--- src/rtl/dsm_dac_ctrl.sv ---
`default_nettype none
// ============================================================================
// Module      : dsm_dac_ctrl
// Description : Sample pacing and soft-mute gain ramp in front of a
//               delta-sigma modulator. Soft ramps are built only when
//               DSM_DAC_CTRL_RAMP_EN is defined; otherwise start/stop are hard.
// Revision    : 1.0 - initial release
// ============================================================================
module dsm_dac_ctrl #(
    parameter int DATA_WIDTH = 16,
    parameter int OSR        = 64,
    parameter int RAMP_SHIFT = 4
) (
    input  logic                         i_clk,
    input  logic                         i_rst,
    input  logic                         i_start,
    input  logic                         i_stop,
    input  logic signed [DATA_WIDTH-1:0] i_s_data,
    input  logic                         i_s_valid,
    output logic                         o_s_ready,
    output logic signed [DATA_WIDTH-1:0] o_dsm_data,
    output logic                         o_dsm_en,
    output logic                         o_busy,
    output logic                         o_underrun
);

    localparam int CW = (OSR > 2) ? $clog2(OSR) : 1;
    localparam int GW = RAMP_SHIFT + 1;
    localparam int PW = DATA_WIDTH + RAMP_SHIFT + 2;

    localparam logic [CW-1:0] c_CNT_MAX   = CW'(OSR - 1);
    localparam logic [GW-1:0] c_GAIN_FULL = GW'(1 << RAMP_SHIFT);

    typedef enum logic [1:0] {
        S_IDLE      = 2'd0,
        S_RAMP_UP   = 2'd1,
        S_RUN       = 2'd2,
        S_RAMP_DOWN = 2'd3
    } state_t;

    state_t                        r_state;
    state_t                        w_state_nxt;
    logic [CW-1:0]                 r_cnt;
    logic                          r_buf_valid;
    logic signed [DATA_WIDTH-1:0]  r_buf_data;
    logic signed [DATA_WIDTH-1:0]  r_last;

    logic                          w_boundary;
    logic                          w_hs;
    logic                          w_start_req;
    logic                          w_underrun_evt;
    logic signed [DATA_WIDTH-1:0]  w_sample;
    logic signed [DATA_WIDTH-1:0]  w_scaled;
    logic [GW-1:0]                 w_g;

    logic signed [PW-1:0]          w_samp_ext;
    logic signed [PW-1:0]          w_g_ext;
    logic signed [PW-1:0]          w_prod;
    logic signed [PW-1:0]          w_shifted;

`ifdef DSM_DAC_CTRL_RAMP_EN
    logic [GW-1:0]                 r_gain;
    logic [GW-1:0]                 w_gain_nxt;
`endif

    assign o_busy      = (r_state != S_IDLE);
    assign o_dsm_en    = (r_state != S_IDLE);
    assign o_s_ready   = (r_state != S_IDLE) && !r_buf_valid;
    assign w_hs        = i_s_valid && o_s_ready;
    assign w_boundary  = (r_state != S_IDLE) && (r_cnt == c_CNT_MAX);
    // Stop always wins over a coincident start.
    assign w_start_req = i_start && !i_stop;

    // Boundary sample source: buffered entry, then same-cycle bypass, then repeat.
    always_comb begin
        w_sample       = r_last;
        w_underrun_evt = 1'b0;
        if (r_buf_valid) begin
            w_sample = r_buf_data;
        end else if (w_hs) begin
            w_sample = i_s_data;
        end else begin
            w_underrun_evt = w_boundary;
        end
    end

    // Gain is non-negative, so it is zero-extended before the signed multiply.
    assign w_samp_ext = {{(PW-DATA_WIDTH){w_sample[DATA_WIDTH-1]}}, w_sample};
    assign w_g_ext    = {{(PW-GW){1'b0}}, w_g};
    assign w_prod     = w_samp_ext * w_g_ext;
    assign w_shifted  = w_prod >>> RAMP_SHIFT;
    assign w_scaled   = DATA_WIDTH'(w_shifted);

    always_ff @(posedge i_clk) begin
        if (i_rst) begin
            r_state <= S_IDLE;
`ifdef DSM_DAC_CTRL_RAMP_EN
            r_gain  <= '0;
`endif
        end else begin
            r_state <= w_state_nxt;
`ifdef DSM_DAC_CTRL_RAMP_EN
            r_gain  <= w_gain_nxt;
`endif
        end
    end

`ifdef DSM_DAC_CTRL_RAMP_EN
    always_comb begin
        w_state_nxt = r_state;
        w_gain_nxt  = r_gain;
        w_g         = r_gain;
        case (r_state)
            S_IDLE: begin
                w_gain_nxt = '0;
                if (w_start_req) begin
                    w_state_nxt = S_RAMP_UP;
                end
            end
            S_RAMP_UP: begin
                if (w_boundary) begin
                    w_gain_nxt = r_gain + GW'(1);
                    if (w_gain_nxt == c_GAIN_FULL) begin
                        w_state_nxt = S_RUN;
                    end
                end
                if (i_stop) begin
                    w_state_nxt = S_RAMP_DOWN;
                end
            end
            S_RUN: begin
                w_g = c_GAIN_FULL;
                if (i_stop) begin
                    w_state_nxt = S_RAMP_DOWN;
                end
            end
            S_RAMP_DOWN: begin
                // A stop issued before the first ramp-up step leaves gain at 0.
                w_g = (r_gain == '0) ? '0 : (r_gain - GW'(1));
                if (w_boundary) begin
                    w_gain_nxt = w_g;
                    if (w_g == '0) begin
                        w_state_nxt = S_IDLE;
                    end
                end
                if (w_start_req) begin
                    w_state_nxt = S_RAMP_UP;
                end
            end
            default: begin
                w_state_nxt = S_IDLE;
            end
        endcase
    end
`else
    always_comb begin
        w_state_nxt = r_state;
        w_g         = c_GAIN_FULL;
        case (r_state)
            S_IDLE: begin
                if (w_start_req) begin
                    w_state_nxt = S_RUN;
                end
            end
            S_RAMP_UP: begin
                w_state_nxt = S_RUN;
                if (i_stop) begin
                    w_state_nxt = S_RAMP_DOWN;
                end
            end
            S_RUN: begin
                if (i_stop) begin
                    w_state_nxt = S_RAMP_DOWN;
                end
            end
            S_RAMP_DOWN: begin
                // Hard mute: one boundary emitting zero, then idle.
                w_g = '0;
                if (w_boundary) begin
                    w_state_nxt = S_IDLE;
                end
                if (w_start_req) begin
                    w_state_nxt = S_RUN;
                end
            end
            default: begin
                w_state_nxt = S_IDLE;
            end
        endcase
    end
`endif

    always_ff @(posedge i_clk) begin
        if (i_rst) begin
            r_cnt       <= '0;
            r_buf_valid <= 1'b0;
            r_buf_data  <= '0;
            r_last      <= '0;
            o_dsm_data  <= '0;
            o_underrun  <= 1'b0;
        end else if (r_state == S_IDLE) begin
            r_cnt       <= '0;
            r_buf_valid <= 1'b0;
            r_last      <= '0;
            o_dsm_data  <= '0;
            if (w_state_nxt != S_IDLE) begin
                o_underrun <= 1'b0;
            end
        end else begin
            r_cnt <= w_boundary ? '0 : (r_cnt + CW'(1));
            if (w_boundary) begin
                r_buf_valid <= 1'b0;
                r_last      <= w_sample;
                o_dsm_data  <= w_scaled;
                if (w_underrun_evt) begin
                    o_underrun <= 1'b1;
                end
            end else if (w_hs) begin
                r_buf_valid <= 1'b1;
                r_buf_data  <= i_s_data;
            end
        end
    end

endmodule
`default_nettype wire

--- config.mk ---
export PLATFORM = sky130hd
export DESIGN_NAME = dsm_dac_ctrl
export DESIGN_NICKNAME = d
export VERILOG_FILES = /design/src/rtl/dsm_dac_ctrl.sv
export SDC_FILE = /design/constraint.sdc
export NUM_CORES = 1
export LEC_CHECK = 0
export CORE_UTILIZATION = 35
export CTS_CLUSTER_DIAMETER = 150
export DETAILED_ROUTE_END_ITERATION = 16
export GPL_ROUTABILITY_DRIVEN = 0
export GPL_TIMING_DRIVEN = 0
export SYNTH_ARGS = -nofsm -noshare
export SYNTH_HDL_FRONTEND = slang
export SYNTH_SLANG_ARGS = --single-unit
--- constraint.sdc ---
create_clock -name i_clk -period 2.3 [get_ports i_clk]
set_clock_uncertainty 0.1 [all_clocks]
set_input_delay 0.69 -clock i_clk [delete_from_list [all_inputs] [get_ports i_clk]]
set_output_delay 0.69 -clock i_clk [all_outputs]
set_load 0.02 [all_outputs]
# Yosys cells after proc, flatten, opt, wreduce, memory -nomap -nowiden
# Cells that the tools add are included.
# totals
register_bits,58
latch_bits,0
ramBits,0
mem_bits_ro,0
in_bits,21
output_inout_bits,20
memories,0
# op_classes
add_sub_neg,1
n_mul,1
div,0
n_lt_le_gt_ge,0
n_eq_ne,5
shift,0
muxes,15
bitwise,2
reduce_logical,15
# ops
operator,n
2-to-1 mux 16 bit,2
multiplier 16 x 6 -> 20 bit,1
2-to-1 mux 2 bit,4
one-hot mux 2 bit (4 select lines),1
nonzero test 2 bit,4
2-to-1 mux 1 bit,7
"adder 6 x 1 -> 6 bit, second input constant",1
"== test 6 bit, second input constant",1
AND reduction 3 bit,2
2-to-1 mux 5 bit,1
"== test 2 bit, second input constant",2
logical AND 1 bit,4
OR reduction 3 bit,1
"== test 2 x 1 -> 1 bit, second input constant",1
logical NOT 1 bit,2
logical NOT 2 bit,1
"!= test 2 x 1 -> 1 bit, second input constant",1
NOT 1 bit,2
OR reduction 2 bit,1

# Logic depth before layout (Yosys ltp)
# depth
depth_word,8
mapped_depth,7
mapped_depth_nobuf,4

# Worst setup path before layout
# Ideal clock, no wire load.
# synth_path
path_type,reg-to-output
start,register r_state[1]
end,output port o_dsm_en
arrival_time_ns,1.128
t_required_ns,1.510
slack_ns,0.382
path_stages_with_launch,6
n_path_buf,4
cell_sequence,dfxtp_1 > buf_2 > or2_1 > buf_4 > buf_6 > buf_4
# synth_between
elab_chain_cells,1
# synth_rtl
element,line_no,rtl
start: declaration,41,state_t r_state;
start signal: assignment,101,r_state <= w_state_nxt;
nonzero test 2 bit,--,
end: declaration,22,"output logic o_dsm_en,"
# No other way between the ends.

# Worst setup path in the final report
# layout_path
start,register r_state[1]
end,output port o_dsm_en
# layout_between
elab_chain_cells,1
# layout_rtl
element,line_no,rtl
nonzero test 2 bit,67,assign o_dsm_en = (r_state != S_IDLE);
# No other way between the ends.

==> flow_summary_export.csv <==
group,metric,value,unit
floorplan,row_count,31,
clock_tree,cts_tree,"yes",
routing,drt_wl_total,7.91,mm
worst_setup_path,max_stage_delay,0.30,ns
worst_setup_path,worstSetupPathType,"flop to primary output",
global_routing,grt_max_degree,21,
sta,slew_headroom,60.2,%
clock_tree,cts_root_buffer,"clkbuf_8",
routing,first_pass_iters,4,
floorplan,fp.dieW,90.7,um
synth,synth_edf_count,0,
floorplan,core_area,7450,sq um
sta,worst_pin_slew,0.590,ns
worst_setup_path,worstPathMaxFanout,6,
worst_setup_path,cp.required,1.51,ns
sta,setup_viol,0,
floorplan,initial_core_util,37.0,%
worst_setup_path,cpMaxStageDelayCell,"dfxtp_1",
run,cap_viol_max_count,0,
layout,nets,366,
sta,slew_viol_final,0,
power,powerDensity,662,nW/um^2
sta,final.setup.worst_slack,0.0281,ns
worst_hold_path,hp-class,"flop to flop",
layout,fin_area,3530,sq um
sta,post-route-period-util,98.8,%
routing,avgViaCountPerCell,5.55,
global_routing,overflow,0,
floorplan,die_area,8230,sq um
clock_tree,clock_sinks,58,
placed_design,dpl.hpwl,5.28,mm
global_routing,grt_pass1_wl,12.6,mm
worst_setup_path,reg2reg_slack,0.34,ns
routing,route.detailed.drc,0,
worst_setup_path,crit_path_cell_trace,"buf_4 -> or2_4 -> buf_12 -> buf_4 -> buf_4",
power,vdd_ir_drop_max,0.000472,V
worst_setup_path,end_kind,"primary output",
worst_setup_path,startpoint_type,"flop",
clock_tree,clkSlewWorstSetupHoldPaths,0.06,ns
synth,synth_seq_cells,58,
power,power.leakage,1.26,nW
floorplan,die_y,90.7,um
sta,fmax,440,MHz
layout,final_cell_mix,"dfxtp_1 (58), nand2_1 (36), clkdlybuf4s50_1 (36)",
floorplan,pin_count,41,
sta,rsz0062_at_grt,"false",
clock_tree,h-tree-depth,3,
synth,yosysUniqueCellTypes,35,
synth,postSynthAreaPerCell,9.53,sq um
sta,period_minus_slack,2.27,ns
clock_tree,clkLatencyLatePin,0.35,ns
routing,wire_per_inst,17.6,um
global_routing,grt_pass1_vias,2449,
power,power,2.34,mW
synth,synth_ff_type,"dfxtp_1",
sta,hold_viol_final,0,
global_routing,antenna_found_initial,0,
routing,route.vias.total,2486,
placed_design,post-place-ws,-0.260,ns
synth,syn_inst,289,
layout,final_common_cell,"dfxtp_1",
layout,layout-drive-gt1-share,16.3,%
global_routing,grt_usage,19.7,%
layout,antenna_cells,0,
placed_design,dpl_cell_area,3270,sq um
synth,synth.net_count,311,
worst_setup_path,crit_arrival,1.48,ns
placed_design,port-buffer-count,39,
synth,netlist_area,2760,sq um
synth,seq_area_frac_synth,42.1,%
worst_setup_path,crit_top_cell,"buf_4",
synth,async_reset_ff_share,0,%
routing,first_iter_violations,179,
clock_tree,clk_path_buf_depth,2,
run_status,status,"finished clean",
clock_tree,postCtsHoldBufs,0,
routing,ant_nets,0,
clock_tree,cts_buffers,9,
layout,syn_to_final_growth,28.2,%
synth,synth_warnings,0,
flip-flops by register name, summed over array words and instances (netlist names):
register and count:
o_dsm_data 16, r_buf_valid 1, r_last 16, o_underrun 1, r_buf_data 16, r_state 2
r_cnt 6
critical path, delay by kind of cell (launching register included):
kind	cells	cell delay [ns]
buffers and inverters	4	0.55
flip-flops	1	0.30
AND/OR/NAND/NOR	1	0.27
synth_stat cells, drive strengths merged, types with 2 or more instances:
| cell type | instances | area share (%) |
|---|---|---|
| a21oi | 2 | 0.36 |
| a221oi | 16 | 7.1 |
| and2 | 16 | 3.6 |
| buf | 18 | 4.9 |
| clkbuf | 15 | 2.0 |
| clkinv | 2 | 0.27 |
| dfxtp | 58 | 42 |
| mux2i | 16 | 5.8 |
| nand2 | 37 | 5.1 |
| nand3 | 2 | 0.36 |
| nor2 | 20 | 2.7 |
| nor3 | 2 | 0.36 |
| o211ai | 32 | 8.7 |
| o21ai | 3 | 0.68 |
| o21ba | 2 | 0.73 |
| o41ai | 32 | 10 |
| or2 | 2 | 0.45 |
| xor2 | 3 | 0.95 |
path summary, 6_finish.rpt:
kind                                  from        endpoint  depth (start not counted)
worst min-delay path              r_cnt[0]        r_cnt[0]                          1
worst max register to register    r_cnt[0]  r_buf_data[15]                          7
worst max-delay path            r_state[1]        o_dsm_en                          5
worst min register to register    r_cnt[0]        r_cnt[0]                          1
layer usage:
metal	wire length, um	up-vias	GRT usage [%]	share of wire (%)
met5	0	-	0	0
met4	102	0	7.53	1.3
met3	483	8	4.97	6.1
met2	3680	74	30.9	47
met1	3640	1191	25.7	46
li1	-	1213	-	-
cell type report:
type / instances / area (sq um)
repair buffers: 45 / 444
well taps: 99 / 124
clock buffers: 14 / 163
multi-input cells: 195 / 1390
clock inverters: 2 / 35.0
fillers: 737 / 3920
plain buffers: 32 / 199
inverters: 3 / 11.3
flip-flops and latches: 58 / 1160
power breakdown:
group,total [mW],leakage [nW],internal (mW),switching (mW)
clock,0.963,0.101,0.559,0.404
combinational,0.336,0.693,0.144,0.192
sequential,1.04,0.469,1.03,0.0124
total,2.34,1.26,1.73,0.607
repair_timing:
item	4_1_cts	5_1_grt
resized for setup	14	6
cloned	0	1
buffers inserted	0	5
setup endpoints to repair	3	15
pin swaps	1	1
per-stage QoR:
step | hold slack (ns) | TNS [ns] | utilization, % | instances
final | 0.352 | 0 | 47.4 | 448
after global routing | 0.377 | 0 | 47.4 | 448
after CTS | 0.353 | 0 | 46.5 | 442
after detailed placement | 0.340 | -6.53 | 43.9 | 427
after global placement | 0.330 | -7.18 | 43.9 | 427
after floorplan | 0.318 | 0 | - | 289
cells by family (layout without fill, tap and decap cells):
kind of cell / count (synthesis) / in the layout / synth area share (%)
compound gates: 91 / 91 / 29.4
fa+ha+maj: 1 / 1 / 0.454
buf+inv: 36 / 96 / 7.36
mux: 16 / 16 / 5.81
simple gates: 83 / 83 / 13.6
xor+xnor: 4 / 4 / 1.27
flops: 58 / 58 / 42.1
(Power assumes the default switching activity.)
